==> src/rtl/uart_rx_bram_writer_if.sv <==
// Bus bundle for the UART receive / BRAM write path.
// master: the receiver (drives BRAM port and byte strobe).
// slave : the consumer side (drives rx line and pointer clear).
interface uart_rx_bram_writer_if #(
  parameter int ADDR_WIDTH = 10
);
  logic                  rx;
  logic                  addr_clr;
  logic [7:0]            rx_data;
  logic                  rx_valid;
  logic                  frame_err;
  logic                  busy;
  logic                  bram_we;
  logic [ADDR_WIDTH-1:0] bram_addr;
  logic [7:0]            bram_din;

  modport master (
    input  rx, addr_clr,
    output rx_data, rx_valid, frame_err, busy, bram_we, bram_addr, bram_din
  );

  modport slave (
    output rx, addr_clr,
    input  rx_data, rx_valid, frame_err, busy, bram_we, bram_addr, bram_din
  );
endinterface

==> src/rtl/uart_rx_bram_writer.sv <==
// 8N1 UART receiver that writes each good byte into a BRAM write port
// at a self-incrementing, wrapping address and strobes it out as well.
module uart_rx_bram_writer #(
  parameter int CLKS_PER_BIT = 278,
  parameter int ADDR_WIDTH   = 10
) (
  input  logic clk,
  input  logic rst,
  uart_rx_bram_writer_if.master bus
);

  localparam int CW   = (CLKS_PER_BIT > 1) ? $clog2(CLKS_PER_BIT) : 1;
  localparam int HALF = CLKS_PER_BIT / 2;
  localparam logic [CW-1:0] CNT_TERM = CW'(CLKS_PER_BIT - 1);
  localparam logic [CW-1:0] CNT_HALF = CW'(HALF - 1);

  typedef enum logic [2:0] {
    IDLE      = 3'd0,
    START     = 3'd1,
    DATA      = 3'd2,
    STOP      = 3'd3,
    WAIT_IDLE = 3'd4
  } state_t;

  state_t                state;
  logic                  rx_q1, rx_s;
  logic [CW-1:0]         cnt;
  logic [2:0]            idx;
  logic [7:0]            shreg;
  logic [7:0]            rx_data;
  logic                  rx_valid;
  logic                  frame_err;
  logic                  bram_we;
  logic [ADDR_WIDTH-1:0] wptr;
  logic                  tick;

  assign tick = (cnt == CNT_TERM);

  // Two-flop synchronizer; resets to the idle (high) line level.
  always_ff @(posedge clk or posedge rst) begin
    if (rst) begin
      rx_q1 <= 1'b1;
      rx_s  <= 1'b1;
    end else begin
      rx_q1 <= bus.rx;
      rx_s  <= rx_q1;
    end
  end

  // Frame deserializer FSM with registered strobes and byte output.
  always_ff @(posedge clk or posedge rst) begin
    if (rst) begin
      state     <= IDLE;
      cnt       <= '0;
      idx       <= '0;
      shreg     <= '0;
      rx_data   <= '0;
      rx_valid  <= 1'b0;
      frame_err <= 1'b0;
      bram_we   <= 1'b0;
    end else begin
      rx_valid  <= 1'b0;
      bram_we   <= 1'b0;
      frame_err <= 1'b0;
      case (state)
        IDLE: begin
          if (!rx_s) begin
            state <= START;
            cnt   <= '0;
          end
        end
        START: begin
          // Half a bit after the falling edge: recheck to reject glitches.
          if (cnt == CNT_HALF) begin
            cnt <= '0;
            if (!rx_s) begin
              state <= DATA;
              idx   <= '0;
            end else begin
              state <= IDLE;
            end
          end else begin
            cnt <= cnt + 1'b1;
          end
        end
        DATA: begin
          cnt <= tick ? '0 : cnt + 1'b1;
          if (tick) begin
            shreg[idx] <= rx_s;
            idx        <= idx + 1'b1;
            if (idx == 3'd7) state <= STOP;
          end
        end
        STOP: begin
          cnt <= tick ? '0 : cnt + 1'b1;
          if (tick) begin
            if (rx_s) begin
              rx_data  <= shreg;
              rx_valid <= 1'b1;
              bram_we  <= 1'b1;
              state    <= IDLE;
            end else begin
              frame_err <= 1'b1;
              state     <= WAIT_IDLE;
            end
          end
        end
        WAIT_IDLE: begin
          // Break or bad stop: hold off until the line returns high.
          if (rx_s) state <= IDLE;
        end
        default: state <= IDLE;
      endcase
    end
  end

  // Write pointer: advance after each write; clear takes priority.
  always_ff @(posedge clk or posedge rst) begin
    if (rst)               wptr <= '0;
    else if (bus.addr_clr) wptr <= '0;
    else if (bram_we)      wptr <= wptr + 1'b1;
  end

  assign bus.rx_data   = rx_data;
  assign bus.bram_din  = rx_data;
  assign bus.rx_valid  = rx_valid;
  assign bus.bram_we   = bram_we;
  assign bus.frame_err = frame_err;
  assign bus.bram_addr = wptr;
  assign bus.busy      = (state != IDLE);

endmodule
==> src/flat_wrapper.sv <==
// flat-port wrapper written by rule: the top's interface ports become plain ports
module uart_rx_bram_writer_flat 
#(
  parameter int CLKS_PER_BIT = 278,
  parameter int ADDR_WIDTH   = 10
)
  (clk, rst, bus_rx, bus_addr_clr, bus_rx_data, bus_rx_valid, bus_frame_err, bus_busy, bus_bram_we, bus_bram_addr, bus_bram_din);
  uart_rx_bram_writer_if #(.ADDR_WIDTH(ADDR_WIDTH)) bus_i ();
  input  logic clk;
  input  logic rst;
  input wire logic [$bits(bus_i.rx)-1:0] bus_rx;
  input wire logic [$bits(bus_i.addr_clr)-1:0] bus_addr_clr;
  output wire logic [$bits(bus_i.rx_data)-1:0] bus_rx_data;
  output wire logic [$bits(bus_i.rx_valid)-1:0] bus_rx_valid;
  output wire logic [$bits(bus_i.frame_err)-1:0] bus_frame_err;
  output wire logic [$bits(bus_i.busy)-1:0] bus_busy;
  output wire logic [$bits(bus_i.bram_we)-1:0] bus_bram_we;
  output wire logic [$bits(bus_i.bram_addr)-1:0] bus_bram_addr;
  output wire logic [$bits(bus_i.bram_din)-1:0] bus_bram_din;
  assign bus_i.rx = bus_rx;
  assign bus_i.addr_clr = bus_addr_clr;
  assign bus_rx_data = bus_i.rx_data;
  assign bus_rx_valid = bus_i.rx_valid;
  assign bus_frame_err = bus_i.frame_err;
  assign bus_busy = bus_i.busy;
  assign bus_bram_we = bus_i.bram_we;
  assign bus_bram_addr = bus_i.bram_addr;
  assign bus_bram_din = bus_i.bram_din;
  uart_rx_bram_writer #(.CLKS_PER_BIT(CLKS_PER_BIT), .ADDR_WIDTH(ADDR_WIDTH)) u_core (.clk(clk), .rst(rst), .bus(bus_i));
endmodule
==> config.mk <==
export PLATFORM = sky130hd
export DESIGN_NAME = uart_rx_bram_writer_flat
export DESIGN_NICKNAME = d
export VERILOG_FILES = /design/src/rtl/uart_rx_bram_writer_if.sv /design/src/rtl/uart_rx_bram_writer.sv /design/src/flat_wrapper.sv
export SDC_FILE = /design/constraint.sdc
export NUM_CORES = 1
export LEC_CHECK = 0
export BUFFER_PORTS_ARGS = -buffer_cell sky130_fd_sc_hd__buf_4
export CORE_MARGIN = 2
export CORE_UTILIZATION = 60
export DETAILED_ROUTE_END_ITERATION = 8
export PLACE_DENSITY = 0.83
export SETUP_SLACK_MARGIN = 0.1
export SLEW_MARGIN = 25
export SYNTH_ARGS = -nofsm -noshare
export SYNTH_HDL_FRONTEND = slang
export SYNTH_SLANG_ARGS = --single-unit
==> constraint.sdc <==
create_clock -name clk -period 3.4 [get_ports clk]
set_input_delay 0.51 -clock clk [delete_from_list [all_inputs] [get_ports clk]]
set_output_delay 0.51 -clock clk [all_outputs]
set_load 0.01 [all_outputs]
======== After elaboration in Yosys (flattened, before gate mapping) ========
Cells that the tools add are included.
storage, ports and cells
  output and inout port bits .............. 30
  input bits .............................. 4
  register bits after elaboration ......... 45
cells by class
  add/sub/neg operators ................... 3
  order comparisons ....................... 2
  multiplexer cells ....................... 28
  reductions and logical operators ........ 12
  equality and inequality tests ........... 14
operators by type and width
  kind                     count
  $mux W3                  10
  $mux W9                  3
  $pmux W9 S3              1
  $mux W10                 2
  $pmux W3 S5              1
  $add A10 B1 Y10 const B  1
  $ne A2 B1 Y1 const B     5
  $add A9 B1 Y9 const B    1
  $eq A9 B8 Y1 const B     1
  $eq A9 B9 Y1 const B     1
  $bwmux W8                1
  $mux W1                  7
  $eq A3 B2 Y1 const B     2
  $eq A3 B3 Y1 const B     2
  $pmux W3 S2              1
  $reduce_and A6 Y1        1
  $reduce_bool A3 Y1       2
  $lt A3 B4 Y1 const B     1
  $ne A2 B2 Y1 const B     2
  $reduce_and A2 Y1        2
  $reduce_and A4 Y1        1
  $reduce_bool A2 Y1       2
  $add A3 B1 Y3 const B    1
  $demux W1 S3             1
  7 further kinds          7

======== Logic depth before layout (Yosys ltp) ========
Gate-level depths: netlist (run 1).
  depth in word-level cells ............... 5
  mapped depth ............................ 7
  mapped depth without buffers ............ 6

======== Least setup slack after synthesis (run 1) ========
Ideal clock, no wire load.
  path kind ............................... flip-flop to flip-flop
  from .................................... reg u_core.cnt[1]
  to ...................................... reg u_core.shreg[2]
  arrival time ............................ 1.698 ns
  slack ................................... 1.578 ns
  library setup time ...................... 0.125 ns
  data required time ...................... 3.275 ns
  cell stages (with the launch flop) ...... 7
  cell sequence ........................... dfrtp_1 inv_1 ha_1 nor4b_4 nand4b_4 nor4b_2 mux2_2
between the ends
  longest elaborated chain between the ends .. 2
ends and longest elaborated chain
  what                                RTL line                   text
  from (decl)                         uart_rx_bram_writer.sv:27  logic [CW-1:0] cnt;
  from (signal assigned)              uart_rx_bram_writer.sv:83  cnt <= cnt + 1'b1;
  from (signal assigned)              uart_rx_bram_writer.sv:87  cnt <= tick ? '0 : cnt + 1'b1;
  from (signal assigned)              uart_rx_bram_writer.sv:95  cnt <= tick ? '0 : cnt + 1'b1;
  $eq A9 B9 Y1                        uart_rx_bram_writer.sv:37  assign tick = (cnt == CNT_TERM);
  $reduce_and A2 Y1 (no source line)  --
  to (signal, indexed assignment)     uart_rx_bram_writer.sv:89  shreg[idx] <= rx_s;
  to (decl)                           uart_rx_bram_writer.sv:29  logic [7:0] shreg;
Every way passes these cells.
A chain may end at the register's enable or synchronous reset.

======== Worst setup path after layout (run 1) ========
  from .................................... reg u_core.state[0]
  to ...................................... reg u_core.cnt[3]
between the ends
  longest elaborated chain between the ends .. 4
  elaborated cells on any way between the ends .. 9
ends and longest elaborated chain
  what                                 RTL line                   text
  from (decl)                          uart_rx_bram_writer.sv:25  state_t state;
  from (signal assigned)               uart_rx_bram_writer.sv:53  state <= IDLE;
  from (signal assigned)               uart_rx_bram_writer.sv:68  state <= START;
  from (signal assigned)               uart_rx_bram_writer.sv:77  state <= DATA;
  $eq A3 B2 Y1                         uart_rx_bram_writer.sv:65  case (state)
  $reduce_or A2 Y1 (no source line)    --
  $reduce_bool A3 Y1 (no source line)  --
  $reduce_and A2 Y1 (no source line)   --
Several ways; a longest one is shown, not always the timed one.

==> summary.md, run 1 <==
| Metric | Value |
|---|---|
| Cell-internal power | roughly 760 uW |
| CTS tree | built |
| CTS Buffer Depth | 2 |
| PortBufs | 33 |
| Synth Cell Area | roughly 2300 um2 |
| Worst endpoint data arrival time | between 2 and 2.5 ns |
| Crit path launch type | flop |
| Mean Syn Cell Area | approximately 11 um2 |
| Commonest non-fill, non-tap cell in the layout | dfrtp_1 |
| Area growth syn-to-layout | 13.8% |
| DRT Pass-1 Iters | 4 |
| Yosys Warn Count | 0 |
| Switch share | around 20% |
| Total wire length | ~4300 um |
| CP max FO | 13 |
| Hold Path Class | input pin to async pin |
| # resized after CTS | 0 |
| Worst-path clk slew | roughly 0.080 ns |
| Drt drc | 0 |
| Combinational share of power | between 1.5 and 2% |
| Worst slew pin tran | a little under 0.8 ns |
| Core area | between 3000 and 4000 um2 |
| DR WL/cell | 14.7 um |
| Sequential Power Share | a little under three fifths |
| Chip Width | 66.1 um |
| Initial Util | a little over three fifths |
| CTS H-tree lvls | 2 |
| Total GRT Usage | between 20% and 30% |
| Peak VDD IR | ~0.28 mV |
| Run status | finished, final reports clean |
| Hold buffer count at CTS | 0 |
| Syn Nets | between 200 and 250 |
| WP data required | between 3 and 4 ns |
| Clk pwr share | a little over two fifths |
| # clock sinks | 45 |
| Cell variety after synth | 48 |
| Post-CTS Setup Bufs | 0 |
| Vias in the first global route | between 1500 and 2000 |
| Final Wtd Congestion | around 0.86 |
| DP Wirelength | about 3000 um |
| Mean number of vias per cell | just under 6 |
| Setup CP Type | flop to flop |
| Final Hold Viols | 0 |
| Worst setup EP type | flop |
| Antenna cells | 0 |
| Grt ovf | 0 |
| DRT iter0 DRCs | around 120 |
| Most frequent cells in the layout | dfrtp_1 (43), buf_4 (35), nand2_1 (20) |
| Flops & latches, synth | 45 |
| LEAKAGE | around 0.0012 uW |
| Total power | 953 uW |
| Clock skew | approximately 0.0038 ns |
| Max Clock Freq | 448 MHz |
| Ys flop type | dfrtp_1 |
| Layout Nets | around 250 |
| Ratio of cells with drive above 1 in the final layout | between 20 and 30% |
| Sequential share of the synthesized area | just under 50% |
| Chip height | approximately 66 um |
| EDFF count, synth | 0 |
| Final critical-path required period | 2.23 ns |
| Largest net degree at the start of global routing | 25 |
| Via count | 1674 |
| Max-slew headroom at the worst pin | about 48% |
| Antenna violations before repair | 0 |
| Io pins | 34 |
| Max Cap Viol | 0 |
| Global-route wire length before repair | between 7000 and 8000 um |
| Root buffer cell | clkbuf_8 |
| Async S/R FF share, synth | between 90% and 100% |
| RSZ-0062 raised after global routing | false |
| Post-route ant nets | 0 |
| Sw power | 192 uW |
| Die area | 4370 um2 |
| Clock latency on the worst-skew pair | approximately 0.29 ns |
| Cts bufs inserted | 5 |
| Setup TNS | 0 ns |
| Final Max Tran Viols | 0 |
| Setup violations, final | 0 |
| Std cell rows | 22 |
| Period utilisation layout | 65.6% |
| Pwr Density | ~360 nW/um2 |
| Syn Inst Count | around 220 |
metrics by stage:
step | std cells | area, um2 | util, % | hold WS, ns | worst slack [ns]
after floorplan | 218 | 2310 | - | 0.345 | 1.58
final | 290 | 2630 | 71.4 | 0.253 | 1.17
after CTS | 290 | 2630 | 71.4 | 0.270 | 1.20
after global placement | 282 | 2520 | 68.4 | 0.345 | 1.29
after global routing | 290 | 2630 | 71.4 | 0.306 | 1.01
after detailed placement | 282 | 2520 | 68.4 | 0.351 | 1.21
cell usage after synthesis, types with 4 or more instances:
cell / instances / area, um2
clkbuf_1: 6 / 22.5
inv_1: 10 / 37.5
o21ai_0: 7 / 35.0
nor4_1: 7 / 43.8
mux2_2: 17 / 191
nor3_1: 8 / 40.0
dfrtp_1: 43 / 1080
nor2_1: 16 / 60.1
o22ai_1: 4 / 25.0
ha_1: 6 / 75.1
nand3_1: 6 / 30.0
buf_4: 11 / 82.6
nand2_1: 20 / 75.1
xnor2_1: 5 / 43.8
a21oi_1: 7 / 35.0
area by class of cell:
cell class	instances	area, um2
flip-flops and latches	45	1130
well taps	48	60.1
clock buffers	6	72.6
repair buffers	35	263
clock inverters	2	38.8
inverters	10	37.5
multi-input cells	144	1030
fillers	282	1060
cell families (layout without fill, tap and decap cells):
kind of cell               Yosys count  count (layout)  share of synthesized area [%]
AOI/OAI and AO/OA                   34              34                           9.79
buffers and inverters               29              53                           6.60
xor gates and xnor gates             8               8                           3.03
adders and majority gates            6               6                           3.24
DFF                                 45              45                           48.8
and+or+nand+nor                     78              78                           19.8
muxes                               18              18                           8.71
state kept, by name (all words and copies together) (netlist names):
signal,count
u_core.idx,3
u_core.bus.frame_err,1
u_core.cnt,9
u_core.state,3
u_core.bus.bram_din,8
u_core.bus.bram_addr,10
u_core.bus.rx_valid,1
u_core.rx_s,1
u_core.shreg,8
u_core.rx_q1,1
layer usage:
metal	GRT usage, %	share of wire [%]	vias to the layer above
met1	28.2	44	811
li1	-	-	816
met5	0	0	-
met4	7.65	1.7	0
met2	35.5	50	38
met3	3.58	3.8	9
worst paths after layout:
path                                       from  slack (ns)  depth (start not counted)                 endpoint
worst max register to register  u_core.state[0]        1.17                          4            u_core.cnt[3]
max in group asynchronous                   rst        2.43                          3            u_core.idx[0]
worst min register to register     u_core.rx_q1        0.36                          0              u_core.rx_s
min in group clk                         bus_rx        0.32                          1             u_core.rx_q1
worst max-delay path            u_core.state[0]        1.17                          4            u_core.cnt[3]
worst min-delay path                        rst        0.25                          2  u_core.bus.bram_addr[7]
power groups by stage:
stage / clock network (uW) / logic, uW / registers [uW]
final: 397 / 16.0 / 540
after global routing: 423 / 19.3 / 541
after CTS: 404 / 17.0 / 540
after detailed placement: 0 / 16.9 / 551
after global placement: 0 / 16.9 / 551
after floorplan: 0 / 12.6 / 548
critical path, stage by stage (launching register included):
cell and delay (ns):
dfrtp_1 0.59, or3b_2 0.51, a21oi_1 0.63, nor2_1 0.21, o211ai_1 0.22
No activity file was read; power rests on OpenSTA's default activity.
==> run 2, diff against run 1 <==
ABC_AREA = 1   (was not set)
CORE_UTILIZATION = 51   (was 60)
PLACE_DENSITY = 0.75   (was 0.83)
clock period = 2.05 ns   (was 3.4 ns; I/O delays follow)
==> run 2 against run 1 <==
Against the previous run: count of clock-buffer cells in the layout down 1; sequential share of layout area down 2.1 points; die area up 19%; wire length up 9.9%; setup slack worse by 0.77 ns; sequential cell count unchanged.
==> summary.md, run 2 <==
| Metric | Value |
|---|---|
| Area growth syn-to-layout | 16.8% |
| Io pins | 34 |
| RSZ-0062 raised after global routing | false |
| WP data required | 2.24 ns |
| Yosys Warn Count | 0 |
| Max Clock Freq | 607 MHz |
| Final core utilization | 62.8% |
| # resized after CTS | 0 |
| CP max FO | 11 |
| Total GRT Usage | between 10% and 20% |
| Cell variety after synth | 27 |
| Hold buffer count at CTS | 0 |
| Commonest non-fill, non-tap cell in the layout | nand2_1 |
| Place WS | 0.458 ns |
| EDFF count, synth | 0 |
| Async S/R FF share, synth | 100% |
| PortBufs | 33 |
| Clock latency on the worst-skew pair | about 0.3 ns |
| Root buffer cell | clkbuf_8 |
| DR WL/cell | roughly 12 um |
| Syn Nets | between 300 and 400 |
| Antenna violations before repair | 0 |
| Post-synth top area cell | dfrtp_1 |
| Core area | 4410 um2 |
| Peak VDD IR | between 0.3 and 0.4 mV |
| Synth Cell Area | around 2400 um2 |
| Sequential share of the synthesized area | 47.6% |
| Final Max Tran Viols | 0 |
| Post-synthesis mux area share | 0% |
| CTS Buffer Depth | 2 |
| Reg2reg setup slack | ~0.40 ns |
| Area contributors post-synth | dfrtp_1 (45%), nand2_1 (16%), nand3_1 (6.3%) |
| Clock skew | roughly 0.004 ns |
| Std cell rows | 24 |
| Worst setup EP type | flop |
| Crit path launch type | flop |
| Chip height | slightly above 70 um |
| Final critical-path required period | 1.65 ns |
| Chip Width | roughly 72 um |
| Grt ovf | 0 |
| Largest register FFs | 10 |
| Critical-path top delay cell | dfrtp_1 |
| Most frequent cell on the critical path | nand2_1 |
| CP cell instances | inv_1 -> ha_1 -> nand2_1 -> nor2_1 -> nand2_2 -> nor2_4 -> nand3_1 -> nand2_1 -> o21ai_1 |
| Worst-path clk slew | around 0.090 ns |
| Vias in the first global route | about 1900 |
| Synth Area in Compound Gates | 7.44% |
| Die area | between 5000 and 6000 um2 |
| Max-slew headroom at the worst pin | 57.2% |
| Post-CTS Setup Bufs | 0 |
| Adder-Cell Fraction of Synth Area | around 3.2% |
| Synth top cells by count | nand2_1 (98), dfrtp_1 (43), inv_1 (31), nand3_1 (30), nor2_1 (27) |
| Critical path's largest stage delay | 0.43 ns |
| Initial Util | approximately 54% |
| DRT Pass-1 Iters | 4 |
| Final Hold Viols | 0 |
| Final Wtd Congestion | 0.892 |
| Final worst slack | 0.402 ns |
| Post-route ant nets | 0 |
| Pwr Density | 627 nW/um2 |
| Setup CP Type | flop to flop |
| Largest family of logic cells by synthesized area | simple AND/OR/NAND/NOR gates |
| CTS tree | built |
| Ratio of cells with drive above 1 in the final layout | 19.1% |
| Mean Syn Cell Area | about 7.7 um2 |
| Simple-Gate Fraction of Synth Area | 31.3% |
| Fillers | about 400 |
| Hold Path Class | input pin to async pin |
| CTS H-tree lvls | 2 |
| Most frequent cells in the layout | nand2_1 (98), dfrtp_1 (43), buf_4 (34) |
| R2R cell count | 9 |
| Total wire length | ~4700 um |
| Share of the synthesized area in the top cell type | between 40% and 50% |
| Period utilisation layout | between 80% and 90% |
| Antenna cells | 0 |
| Layout Nets | 350 |
| DP Wirelength | around 3400 um |
| Largest net degree at the start of global routing | 25 |
| # clock sinks | 45 |
| Max Cap Viol | 0 |
| Multi-input logic area | between 1000 and 1500 um2 |
| Mean number of vias per cell | between 5 and 6 |
| Drt drc | 0 |
| Worst endpoint data arrival time | roughly 1.8 ns |
| Synth Area in XOR/XNOR | less than 1% |
| Via count | between 2000 and 2500 |
| DRT iter0 DRCs | around 130 |
| Global-route wire length before repair | a little over 8000 um |
| Ys flop type | dfrtp_1 |
| Syn Inst Count | 308 |
| Run status | finished, final reports clean |
| Most frequent cell after synthesis | nand2_1 |
| LEAKAGE | roughly 0.0015 uW |
| Setup violations, final | 0 |
| Flops & latches, synth | 45 |
| Cts bufs inserted | 5 |
| Worst slew pin tran | between 0.6 and 0.7 ns |
| Setup TNS | 0 ns |
| Sequential cell area | around 1100 um2 |
-- run 2: cell count changes after synthesis, sizes merged, moves of 5 or more --
| cell | change |
|---|---|
| clkbuf | -6 |
| inv | +32 |
| nor3 | -6 |
| nand3 | +26 |
| nor4 | -7 |
| xnor2 | -5 |
| o21ai | +14 |
| mux2 | -17 |
| nand2 | +80 |
| nor2 | +15 |
-- run 2: cell type report --
| class | instances | share of cell area (%) |
|---|---|---|
| Tap cell | 52 | 2.35 |
| Sequential cell | 45 | 40.7 |
| Clock buffer | 5 | 2.48 |
| Multi-Input combinational cell | 210 | 36.2 |
| Clock inverter | 3 | 2.48 |
| Inverter | 43 | 5.82 |
| Timing Repair Buffer | 35 | 9.93 |
-- run 2: cells by family after synthesis --
family | Yosys count
AND/OR/NAND/NOR | 171
adder cells (fa/ha/maj) | 6
flip-flops | 45
AO/OA/AOI/OAI | 32
XOR/XNOR | 1
buffers and inverters | 53
-- run 2: per-layer routing --
layer / wire (um) / global-route usage (%) / vias to the layer above
met5: 0 / 0 / -
met4: 61 / 7.55 / 0
met3: 232 / 4.03 / 6
met2: 2120 / 31.2 / 45
met1: 2270 / 26.7 / 947
li1: - / - / 1040
-- run 2: metrics by stage --
step | hold WS, ns | cell area (um2) | instances | total power, uW
2_1_floorplan | 0.312 | 2370 | 308 | 931
3_3_place_gp | 0.346 | 2630 | 385 | 950
3_5_place_dp | 0.347 | 2630 | 385 | 951
4_1_cts | 0.0253 | 2770 | 393 | 1760
5_1_grt | 0.0456 | 2770 | 393 | 1790
6_report | 0.0130 | 2770 | 393 | 1740
-- run 2: worst paths after layout --
kind	from	endpoint
worst max register to register	u_core.cnt[1]	u_core.shreg[1]
worst min register to register	u_core.rx_q1	u_core.rx_s
worst min-delay path	rst	u_core.cnt[3]
worst max-delay path	u_core.cnt[1]	u_core.shreg[1]
min in group clk	bus_rx	u_core.rx_q1
max in group asynchronous	rst	u_core.rx_q1
-- run 2: power breakdown --
part | total (uW) | internal [uW] | leakage [uW] | switching (uW)
Clock | 807 | 491 | 0.0000687 | 316
Sequential | 893 | 890 | 0.000607 | 2.42
Combinational | 38.3 | 10.9 | 0.000813 | 27.4
Total | 1740 | 1390 | 0.00149 | 346
-- run 2: critical path, delay by kind of cell, from the launching register on --
family	cells	cell delay, ns
AO/OA/AOI/OAI	1	0.06
flip-flops	1	0.43
adder cells (fa/ha/maj)	1	0.15
buffers and inverters	1	0.07
AND/OR/NAND/NOR	6	0.82
==> run 3, diff against run 2 <==
clock period = 1.5 ns   (was 2.05 ns; I/O delays follow)
==> run 3 against run 2 <==
Against the previous run: sequential power increased by 37%; cell count grew 6.4%; register-to-register slack lost 0.37 ns; clock power shrank 1%; via count rose by 9.7%; highest routed layer unchanged; wire length increased by 19%; core utilization increased by 9.1 points.
==> summary.md, run 3 (synthesis gave the netlist of run 2 again) <==
| Metric | Value |
|---|---|
| Run status | finished, final reports clean |
| Drt drc | 0 |
| Worst setup EP type | flop |
| Total wire length | between 5000 and 6000 um |
| LEAKAGE | 0.00162 uW |
| Final critical-path required period | between 1 and 1.5 ns |
| Met2 wire length | 2740 um |
| DR WL/cell | about 13 um |
| Setup violations, final | 0 |
| # clock sinks | 45 |
| Largest net degree at the start of global routing | 33 |
| Grt ovf | 0 |
| Final Wtd Congestion | 0.871 |
| CTS Buffer Depth | 2 |
| Worst-path clk slew | about 0.090 ns |
| R2R cell count | 9 |
| Pwr Density | about 650 nW/um2 |
| Met1 Wirelength | about 2400 um |
| Cts bufs inserted | 5 |
| Max-slew headroom at the worst pin | roughly 64% |
| Core area | approximately 4400 um2 |
| Critical path's top delay family | flip-flops |
| Worst slew pin tran | 0.534 ns |
| Chip height | roughly 72 um |
| Crit path launch type | flop |
| WP depth | 9 |
| Peak VDD IR | between 0.5 and 0.6 mV |
| Ratio of cells with drive above 1 in the final layout | between 30% and 40% |
| Critical path's largest stage delay | between 0.4 and 0.5 ns |
| Io pins | 34 |
| CTS tree | built |
| Multi-input logic area | 1240 um2 |
| Uppermost routed layer | met4 |
| CP cell instances | ha_4 -> nand2_2 -> inv_2 -> nand2_2 -> nor2_4 -> buf_6 -> o21ai_4 -> nand2_1 -> o21ai_1 |
| PortBufs | 33 |
| Hold Path Origin | bus_addr_clr |
| Setup CP Type | flop to flop |
| Antenna cells | 0 |
| Final Instance Area | approximately 3200 um2 |
| Area growth syn-to-layout | 33.7% |
| Worst hold stages | 2 |
| Reg2reg setup slack | about 0.035 ns |
| Worst endpoint data arrival time | between 1.5 and 2 ns |
| WHS Endpoint | u_core.bus.bram_addr[2] |
| Global-route wire length before repair | between 8000 and 9000 um |
| Final Hold Viols | 0 |
| Critical-path top delay cell | dfrtp_1 |
| WP data required | between 1.5 and 2 ns |
| Dpl cell area | 2690 um2 |
| CP max FO | 5 |
| WL met3 | around 360 um |
| Std cell rows | 24 |
| Most frequent cells in the layout | nand2_1 (83), buf_4 (47), dfrtp_1 (40) |
| Critical path buffers and inverters | 2 |
| Initial Util | ~54% |
| Final hold slack | 0.0852 ns |
| Root buffer cell | clkbuf_8 |
| Final Max Tran Viols | 0 |
| R2r startpoint | u_core.cnt[0] |
| Layout Nets | 375 |
| Die area | approximately 5200 um2 |
| Critical path origin | u_core.cnt[0] |
| Vias in the first global route | ~1800 |
| Max Clock Freq | just under 700 MHz |
| R2r endpoint | u_core.cnt[0] |
| Period utilisation layout | 97.7% |
| Max Cap Viol | 0 |
| CTS H-tree lvls | 2 |
| Commonest non-fill, non-tap cell in the layout | nand2_1 |
| Chip Width | 72.2 um |
| Clock skew | around 0.0057 ns |
| Total GRT Usage | 20.3% |
| Mean number of vias per cell | approximately 5.3 |
| Via count | around 2200 |
| DP Wirelength | 3390 um |
| Post-route ant nets | 0 |
| Most frequent cell on the critical path | nand2_2 |
| DRT Pass-1 Iters | 4 |
| Fillers | between 300 and 400 |
| Largest register FFs | 10 |
| DRT iter0 DRCs | 152 |
| Antenna violations before repair | 0 |
| RSZ-0062 raised after global routing | true |
| Clock latency on the worst-skew pair | about 0.31 ns |
| Hold Path Class | input pin to flop |
| Sequential cell area | between 1000 and 1500 um2 |
[run 3: changes by cell type in the layout (fill, tap and decap cells not counted), moves of 4 or more]
cell	delta
nor2_1	-7
nand3_1	-11
buf_4	+13
nor2_4	+5
inv_2	+4
nand3_2	+10
buf_6	+7
nand2_2	+13
nand2_1	-15
inv_1	-5
[run 3: how the worst max path moves through the flow]
stage / end / slack (ns)
after CTS: u_core.shreg[0] / 0.05
after detailed placement: u_core.shreg[0] / -0.01
final: u_core.cnt[0] / 0.03
after global routing: u_core.cnt[0] / -0.05
after global placement: u_core.shreg[3] / 0.07
after floorplan: u_core.shreg[1] / 0.10
[run 3: cell type report]
cell class,count,share of cell area (%)
multi-input cells,212,39.0
repair inverters,1,0.197
flip-flops and latches,45,35.7
well taps,52,2.05
clock inverters,3,0.789
inverters,43,5.25
clock buffers,5,2.17
repair buffers,57,14.9
[run 3: power breakdown]
part	internal [uW]	leakage [uW]	switching (uW)	total [uW]
registers	1220	0.000603	5.24	1220
clock network	336	0.0000447	459	795
logic	19.0	0.000971	39.3	58.4
total	1570	0.00162	503	2080
[run 3: metal layers]
layer | track usage (%) | vias to the layer above
met5 | 0 | -
met4 | 7.76 | 0
met3 | 5.00 | 9
met2 | 32.5 | 73
met1 | 26.8 | 1057
li1 | - | 1096
[run 3: metrics by stage]
step | setup TNS [ns] | setup WS [ns] | power, uW | cells | utilization, %
2_1_floorplan | 0 | 0.104 | 1270 | 308 | -
3_3_place_gp | 0 | 0.0743 | 1300 | 392 | 60.9
3_5_place_dp | -0.0134 | -0.0134 | 1300 | 392 | 60.9
4_1_cts | 0 | 0.0485 | 2090 | 404 | 64.3
5_1_grt | -0.205 | -0.0481 | 2150 | 418 | 71.9
6_report | 0 | 0.0347 | 2080 | 418 | 71.9
[run 3: what timing repair did]
action	4_1_cts	5_1_grt
hold endpoints to repair	13	1
setup buffers	2	11
cloned	1	2
hold buffers	1	1
endpoints found under the setup margin	20	36
pin swaps	3	22
gates resized for setup	7	64
